File: config.mk
export PLATFORM = sky130hd
export DESIGN_NAME = pixel_array_readout
export DESIGN_NICKNAME = d
export VERILOG_FILES = /design/src/rtl/pixel_array_readout_pkg.sv /design/src/rtl/pixel_row_serializer.sv /design/src/rtl/pixel_array_readout.sv
export SDC_FILE = /design/constraint.sdc
export NUM_CORES = 1
export LEC_CHECK = 0
export CORE_UTILIZATION = 42
export CTS_CLUSTER_DIAMETER = 100
export CTS_CLUSTER_SIZE = 14
export DETAILED_ROUTE_END_ITERATION = 8
export PLACE_DENSITY = 0.74
export SYNTH_ARGS = -nofsm -noshare
export SYNTH_HDL_FRONTEND = slang
export SYNTH_SLANG_ARGS = --single-unit
File: constraint.sdc
create_clock -name clk -period 1.8 [get_ports clk]
set_clock_uncertainty 0.1 [all_clocks]
set_input_delay 0.36 -clock clk [delete_from_list [all_inputs] [get_ports clk]]
set_output_delay 0.36 -clock clk [all_outputs]
set_load 0.02 [all_outputs]
File: src/rtl/pixel_array_readout_pkg.sv
// Shared configuration, types and helpers for the pixel-array readout path.
package pixel_array_readout_pkg;

    localparam int unsigned PIXEL_ARRAY_HEIGHT    = 4;
    localparam int unsigned PIXEL_ARRAY_WIDTH     = 4;
    localparam int unsigned PIXEL_BITS            = 8;
    localparam int unsigned READOUT_SETTLE_CYCLES = 1;

    typedef logic [PIXEL_BITS-1:0] pixel_t;

    typedef enum logic [2:0] {
        IDLE,
        SELECT,
        CAPTURE,
        STREAM,
        DONE
    } readout_state_t;

    // Index width that stays at least 1 bit so single-entry dimensions still get a port.
    function automatic int unsigned idx_width(input int unsigned n);
        return (n > 1) ? $clog2(n) : 1;
    endfunction

endpackage

File: src/rtl/pixel_row_serializer.sv
// Row buffer plus column counter feeding a valid/ready pixel output stage.
module pixel_row_serializer
    import pixel_array_readout_pkg::*;
#(
    parameter int unsigned WIDTH = PIXEL_ARRAY_WIDTH,
    parameter int unsigned BITS  = PIXEL_BITS,
    localparam int unsigned CW   = idx_width(WIDTH)
) (
    input  logic                         clk,
    input  logic                         rst_n,
    input  logic                         load,
    input  logic [WIDTH-1:0][BITS-1:0]   load_data,
    input  logic                         ready,
    output logic                         valid,
    output logic [BITS-1:0]              pixel,
    output logic [CW-1:0]                col,
    output logic                         last
);

    logic [WIDTH-1:0][BITS-1:0] row_q;
    logic [CW-1:0]              col_q;
    logic                       valid_q;
    logic                       xfer;

    assign xfer  = valid_q && ready;
    assign last  = (col_q == CW'(WIDTH - 1));
    assign valid = valid_q;
    assign col   = col_q;
    // Buffer and column are both registers, so the pixel holds steady during a stall.
    assign pixel = row_q[col_q];

    // Capture the row on load, then step the column on each accepted transfer.
    always_ff @(posedge clk or negedge rst_n) begin
        if (!rst_n) begin
            row_q   <= '0;
            col_q   <= '0;
            valid_q <= 1'b0;
        end else if (load) begin
            row_q   <= load_data;
            col_q   <= '0;
            valid_q <= 1'b1;
        end else if (xfer) begin
            if (last) begin
                valid_q <= 1'b0;
            end else begin
                col_q <= col_q + CW'(1);
            end
        end
    end

endmodule

File: src/rtl/pixel_array_readout.sv
// Frame reader: selects rows one-hot, captures the column bus, streams pixels row-major.
module pixel_array_readout
    import pixel_array_readout_pkg::*;
#(
    parameter int unsigned HEIGHT        = PIXEL_ARRAY_HEIGHT,
    parameter int unsigned WIDTH         = PIXEL_ARRAY_WIDTH,
    parameter int unsigned BITS          = PIXEL_BITS,
    parameter int unsigned SETTLE_CYCLES = READOUT_SETTLE_CYCLES,
    localparam int unsigned RW           = idx_width(HEIGHT),
    localparam int unsigned CW           = idx_width(WIDTH),
    localparam int unsigned SW           = idx_width(SETTLE_CYCLES)
) (
    input  logic                         clk,
    input  logic                         rst_n,
    input  logic                         start,
    output logic                         busy,
    output logic [HEIGHT-1:0]            read,
    input  logic [WIDTH-1:0][BITS-1:0]   data_in,
    output logic [BITS-1:0]              pixel_out,
    output logic [RW-1:0]                pixel_row,
    output logic [CW-1:0]                pixel_col,
    output logic                         pixel_valid,
    input  logic                         pixel_ready,
    output logic                         frame_done
);

    if (SETTLE_CYCLES < 1 || HEIGHT < 1 || WIDTH < 1 || BITS < 1) begin : g_param_check
        $error("pixel_array_readout: SETTLE_CYCLES, HEIGHT, WIDTH and BITS must all be >= 1");
    end

    readout_state_t state_q, state_d;
    logic [RW-1:0]  row_q, row_d;
    logic [SW-1:0]  settle_q, settle_d;
    logic           load;
    logic           col_last;

    pixel_row_serializer #(
        .WIDTH (WIDTH),
        .BITS  (BITS)
    ) u_serializer (
        .clk       (clk),
        .rst_n     (rst_n),
        .load      (load),
        .load_data (data_in),
        .ready     (pixel_ready),
        .valid     (pixel_valid),
        .pixel     (pixel_out),
        .col       (pixel_col),
        .last      (col_last)
    );

    // State, row and settle counters.
    always_ff @(posedge clk or negedge rst_n) begin
        if (!rst_n) begin
            state_q  <= IDLE;
            row_q    <= '0;
            settle_q <= '0;
        end else begin
            state_q  <= state_d;
            row_q    <= row_d;
            settle_q <= settle_d;
        end
    end

    // Next-state logic and the capture strobe to the serializer.
    always_comb begin
        state_d  = state_q;
        row_d    = row_q;
        settle_d = settle_q;
        load     = 1'b0;
        case (state_q)
            IDLE: begin
                if (start) begin
                    state_d  = SELECT;
                    row_d    = '0;
                    settle_d = '0;
                end
            end
            SELECT: begin
                if (settle_q == SW'(SETTLE_CYCLES - 1)) begin
                    settle_d = '0;
                    state_d  = CAPTURE;
                end else begin
                    settle_d = settle_q + SW'(1);
                end
            end
            CAPTURE: begin
                load    = 1'b1;
                state_d = STREAM;
            end
            STREAM: begin
                if (pixel_valid && pixel_ready && col_last) begin
                    if (row_q == RW'(HEIGHT - 1)) begin
                        state_d = DONE;
                    end else begin
                        row_d   = row_q + RW'(1);
                        state_d = SELECT;
                    end
                end
            end
            DONE: begin
                state_d = IDLE;
            end
            default: begin
                state_d = IDLE;
            end
        endcase
    end

    // Row select is only driven while the array is being selected or captured.
    always_comb begin
        read = '0;
        if (state_q == SELECT || state_q == CAPTURE) begin
            read[row_q] = 1'b1;
        end
    end

    assign busy       = (state_q != IDLE);
    assign frame_done = (state_q == DONE);
    assign pixel_row  = row_q;

endmodule

==> results_dict.tcl, run 1 <==
set metrics [dict create \
    start_kind "flop" \
    dr_wl_met2_um 1857 \
    p_per_area_mw_per_mm2 587.5 \
    maxCapViolations 0 \
    worst_pin_slew_ns 0.3736 \
    die_w_um 69.23 \
    area_delta_synth_final_pct 45.29 \
    vias_per_cell 5.112 \
    dpl.hpwl_um 2786 \
    grt_usage 0.1729 \
    ys_seq_area_frac 0.5274 \
    root_buffer "clkbuf_8" \
    utilization 0.6333 \
    rr_worst_depth 5 \
    antenna_found_initial 0 \
    hold_viol 0 \
    critPathArrivalTime_ns 1.51 \
    r2r_start "pixel_row[0]$_DFFE_PN0P_" \
    die-height_um 69.23 \
    cts.path.max_buffers 2 \
    core_mm2 0.004354 \
    setup_violations 9 \
    grt_start_max_net_pins 36 \
    slowest_delay_ns 0.51 \
    nets 240 \
    final_cell_mix "dfrtp_1, clkdlybuf4s50_1, mux2_2" \
    min_path_type "flop to flop" \
    slew_viol_final 0 \
    cts_buffers 5 \
    first_pass_iters 4 \
    ys_warn_count 0 \
    cp_max_fo 8 \
    status "complete, but fails checks" \
    postSynthCellCount 129 \
    period_needed_ns 1.966 \
    diodes 0 \
    syn_area_per_cell_um2 14.71 \
    cp_cell_sequence "buf_12 -> mux4_2 -> buf_6" \
    synthesis.area_mm2 0.001898 \
    ant_nets 0 \
    slowest_stage "mux4_2" \
    worst_slack_ns -0.1660 \
    max_freq_ghz 0.5087 \
    drtIter0Drc 44 \
    critPathCapture "pixel_out[6]" \
    grt_pass1_vias 1372 \
    cts_max_level 2 \
    grt_first_pass_wirelength_um 6382 \
    startpoint "u_serializer.col[0]$_DFFE_PN0P_" \
    io_buffers 54 \
    tritoncts "yes" \
    layout_commonest_cell "dfrtp_1" \
    grt-ovfl-total 0 \
    power_leakage_uw 0.001360 \
    synth_cell_type_count 28 \
    post-layout-total-power_uw 1620 \
    vias 1283 \
    rsz0062_at_grt "yes" \
    fin_crit_sh 1.092 \
    wire_per_inst_um 14.85 \
    max_slew_margin 0.7474 \
    violations "negative setup slack" \
    start_util 0.4359 \
    wl_met1_um 1560 \
    reg2reg_to "pixel_row[0]$_DFFE_PN0P_" \
    drive_gt1_frac 0.4171 \
    drt_wl_total_um 3728 \
    r2r_slack_ns 0.08 \
    top_layer_used "met4" \
    synthesis.nets 170 \
    gp_congestion 0.7273 \
    ys_seq_elements 40 \
    die-area_mm2 0.004792 \
    io_pins 55 \
    std_cell_rows 24 \
    cts_sinks 40 \
    clk_pin_slew_ns 0.07 \
    crit_path_end_kind "output pin" \
    wl_met3_um 247 \
    clkLatencyLatePin_ns 0.29 \
    cp.required_ns 1.34 \
    critical_path_class "flop to output pin" \
    irDropWorstVdd_v 0.0004171 \
    route.detailed.drc 0 \
]
## power breakdown
part	leakage [uW]	internal, uW	total (uW)	switching [uW]
Clock	0.0000503	341	623	282
Sequential	0.000547	898	898	0
Combinational	0.000762	70.9	99.0	28.0
Total	0.00136	1310	1620	310
## final cells by class
type | count | area (um^2)
clock buffer | 7 | 96.34
fill | 329 | 1597
inverter | 4 | 15.01
multi-input combinational | 77 | 859.6
sequential | 40 | 1002
tap | 52 | 65.06
timing repair buffer | 71 | 719.4
## Yosys cell counts
cell type	instances	share of area
and2_1	4	0.013
nor4b_1	1	0.0046
a21oi_1	1	0.0026
nor2b_1	1	0.0033
nor3b_4	1	0.0099
buf_2	4	0.011
mux2i_1	1	0.0053
o21ai_0	2	0.0053
nor3b_1	1	0.0040
inv_1	4	0.0079
mux2_1	8	0.047
nand3b_1	2	0.0079
dfrtp_1	40	0.53
a21o_1	1	0.0040
nand2_1	2	0.0040
or3_1	1	0.0033
buf_1	1	0.0020
nor4bb_1	1	0.0053
nor2_1	5	0.0099
buf_6	3	0.018
xor2_1	1	0.0046
ha_1	5	0.033
mux2_2	26	0.15
mux4_2	8	0.095
xnor2_1	1	0.0046
or2_2	1	0.0033
o22ai_1	1	0.0033
and3_1	2	0.0066
## cell families after synthesis
| logic type | Yosys count | share of synthesized area |
|---|---|---|
| mux | 43 | 0.3019 |
| flops | 40 | 0.5274 |
| simple gates | 22 | 0.07516 |
| buf+inv | 12 | 0.03823 |
| compound gates | 5 | 0.01516 |
| fa+ha+maj | 5 | 0.03296 |
| xor+xnor | 2 | 0.009230 |
## worst min path at each step
stage | startpoint | endpoint | slack, ns | cells past startpoint
6_report | u_serializer.row_q[29]$_DFFE_PN0P_ | u_serializer.row_q[29]$_DFFE_PN0P_ | 0.38 | 1
4_1_cts | u_serializer.row_q[29]$_DFFE_PN0P_ | u_serializer.row_q[29]$_DFFE_PN0P_ | 0.39 | 1
2_1_floorplan | rst_n | pixel_row[0]$_DFFE_PN0P_ | -0.04 | 0
3_5_place_dp | rst_n | state_q[1]$_DFFE_PN0P_ | 0.19 | 1
3_3_place_gp | rst_n | state_q[1]$_DFFE_PN0P_ | 0.18 | 1
5_1_grt | u_serializer.row_q[27]$_DFFE_PN0P_ | u_serializer.row_q[27]$_DFFE_PN0P_ | 0.42 | 1
## routing by layer
metal / vias to the layer above / global-route usage
li1: 597 / -
met1: 638 / 0.2104
met2: 42 / 0.2794
met3: 6 / 0.06831
met4: 0 / 0.06122
met5: - / 0
## timing repair
| action | in CTS | in global routing |
|---|---|---|
| hold buffers | 1 | 0 |
| hold endpoints to repair | 13 | 0 |
| endpoints found under the setup margin | 18 | 16 |
| resized for setup | 79 | 20 |
| pin swaps | 2 | 5 |
| setup buffers | 1 | 1 |
## critical path: cells and delay by family (launching register included)
kind     cells  cell delay, ns
mux          1            0.51
flops        1            0.41
buf+inv      2            0.30
## flip-flops by register name (all words and copies together), names as in the netlist
name / cells
state_q: 3
u_serializer.row_q: 32
u_serializer.col: 2
pixel_row: 2
u_serializer.valid: 1
## through the flow
| step | area, um^2 | TNS (ns) | hold WS, ns | cells | worst slack [ns] |
|---|---|---|---|---|---|
| floorplan | 1901 | 0 | -0.03559 | 129 | 0.06186 |
| global placement | 2584 | -2.263 | 0.1775 | 241 | -0.2350 |
| detailed placement | 2584 | -2.484 | 0.1871 | 241 | -0.2520 |
| CTS | 2678 | -1.431 | 0.3898 | 250 | -0.1899 |
| global route | 2758 | -1.972 | 0.4165 | 251 | -0.2247 |
| finish | 2758 | -1.251 | 0.3838 | 251 | -0.1660 |
Note: power is estimated with default switching activity, not from simulation.
==> inputs of run 2 (changes only) <==
Settings changed: CTS_BUF_LIST from default to sky130_fd_sc_hd__clkbuf_4 sky130_fd_sc_hd__clkbuf_8.
==> results of run 2 <==
No change in the layout: final DEF, timing and power equal those of run 1.
==> inputs of run 3 (changes only) <==
Settings changed: CORE_UTILIZATION 42 to 65, DONT_BUFFER_PORTS from default to 1, PLACE_DENSITY 0.74 to 0.83.
==> run 3 against run 2 <==
Net effect: the flow still finishes with violations (negative setup slack); sequential share of layout area grew 11 points; core utilization up 13 points; first-iteration DRC count is 52% higher; maximum frequency up 1.3%; critical endpoint is now pixel_out[5]; largest cell class unchanged.
==> results_dict.tcl, run 3 (synthesis gave the netlist of run 1 again) <==
set metrics [dict create \
    status "complete, but fails checks" \
    violations "negative setup slack" \
    drt_wl_total_um 3199 \
    io_pins 55 \
    slew_viol_final 0 \
    io_buffers 0 \
    n_fill_cell 170 \
    dpl.hpwl_um 2233 \
    layout_commonest_cell "dfrtp_1" \
    gp_congestion 0.7731 \
    utilization 0.7632 \
    power_leakage_uw 0.001051 \
    cts.path.max_buffers 2 \
    diodes 0 \
    nets 186 \
    tns_ns -1.011 \
    die-area_mm2 0.003140 \
    pre_cts_slack_ns 0.1926 \
    cp.required_ns 1.34 \
    grt_usage 0.2233 \
    critical_path_class "flop to output pin" \
    slowest_delay_ns 0.59 \
    regMostFlops "u_serializer.row_q" \
    fin_crit_sh 1.078 \
    cp_cell_sequence "buf_4 -> mux4_2" \
    hold_viol 0 \
    start_kind "flop" \
    period_needed_ns 1.941 \
    grt_pass1_vias 1128 \
    grt_first_pass_wirelength_um 5216 \
    wire_per_inst_um 18.39 \
    p_per_area_mw_per_mm2 619.2 \
    root_buffer "clkbuf_4" \
    cp_max_fo 4 \
    die-height_um 56.04 \
    clkLatencyLatePin_ns 0.34 \
    drtIter0Drc 67 \
    core_mm2 0.002758 \
    irDropWorstVdd_v 0.0005998 \
    vias 1080 \
    path_buf_inv 1 \
    antenna_found_initial 0 \
    multi_input_area_um2 849.6 \
    die_w_um 56.04 \
    cts_max_level 2 \
    postLayoutCellArea_mm2 0.002105 \
    final_cell_mix "dfrtp_1, mux2_2, buf_4" \
    setup_violations 8 \
    cp_top_family "multiplexers" \
    slowest_stage "mux4_2" \
    grt-ovfl-total 0 \
    largest_reg_flops 32 \
    maxCapViolations 0 \
    seqCellArea_mm2 0.001005 \
    rsz0062_at_grt "yes" \
    max_freq_ghz 0.5153 \
    worst_slack_ns -0.1406 \
    max_slew_margin 0.7963 \
    cts_buffers 5 \
    crit_path_end_kind "output pin" \
    worst_pin_slew_ns 0.3014 \
    std_cell_rows 19 \
    first_pass_iters 4 \
    start_util 0.6883 \
    clk_pin_slew_ns 0.10 \
    drive_gt1_frac 0.4685 \
    place_area_mm2 0.001967 \
    top_regs "u_serializer.row_q (32), state_q (3)" \
    tritoncts "yes" \
    min_path_type "input pin to flop" \
    critPathArrivalTime_ns 1.48 \
    ant_nets 0 \
    grt_start_max_net_pins 41 \
    cts_sinks 40 \
    vias_per_cell 6.207 \
    route.detailed.drc 0 \
    area_delta_synth_final_pct 10.88 \
]
==> run 3: what timing repair did <==
action,4_1_cts,5_1_grt
endpoints found under the setup margin,13,14
buffers inserted,4,1
hold buffers,2,0
resized for setup,13,2
endpoints found under the hold margin,40,0
==> run 3: path summary, 6_finish.rpt <==
kind	startpoint	end	slack, ns	depth (start not counted)
worst max-delay path	u_serializer.col[0]$_DFFE_PN0P_	pixel_out[5]	-0.14	2
worst min-delay path	data_in[9]	u_serializer.row_q[9]$_DFFE_PN0P_	0.05	1
worst max register to register	state_q[1]$_DFFE_PN0P_	u_serializer.row_q[0]$_DFFE_PN0P_	0.06	5
worst min register to register	u_serializer.row_q[8]$_DFFE_PN0P_	u_serializer.row_q[8]$_DFFE_PN0P_	0.40	1
max in group asynchronous	rst_n	u_serializer.row_q[16]$_DFFE_PN0P_	1.03	2
min in group asynchronous	rst_n	state_q[0]$_DFFE_PN0P_	0.37	2
==> run 3: worst reg2reg max path, stage by stage (launching register included) <==
cell and delay, ns:
dfrtp_2 0.45, buf_4 0.14, buf_4 0.10, nor3b_4 0.23
buf_12 0.24, mux2_2 0.37
==> run 3: power by group <==
part,internal [uW],switching (uW)
clock network,131,250
registers,898,0
logic,7.19,17.2
total,1040,268
==> run 3: area by class of cell <==
| type | count | share of cell area |
|---|---|---|
| Multi-Input combinational cell | 77 | 0.4037 |
| Timing Repair Buffer | 17 | 0.07551 |
| Sequential cell | 40 | 0.4774 |
| Clock buffer | 5 | 0.01784 |
| Inverter | 4 | 0.007134 |
| Tap cell | 31 | 0.01843 |
==> run 3: metal layers <==
| layer | share of wire | GRT usage | vias up | routed length, um |
|---|---|---|---|---|
| met3 | 0.074 | 0.07907 | 9 | 237 |
| met1 | 0.38 | 0.2826 | 539 | 1206 |
| met2 | 0.53 | 0.3588 | 41 | 1694 |
| met5 | 0 | 0 | - | 0 |
| li1 | - | - | 491 | - |
| met4 | 0.019 | 0.08014 | 0 | 61 |
==> run 3: metrics by stage <==
step / hold WS, ns / std cells / total power [uW]
finish: 0.04691 / 174 / 1303
detailed placement: -0.03457 / 162 / 917.1
floorplan: -0.03559 / 129 / 917.1
CTS: 0.03279 / 173 / 1321
global placement: -0.03457 / 162 / 917.1
global route: 0.01961 / 174 / 1356
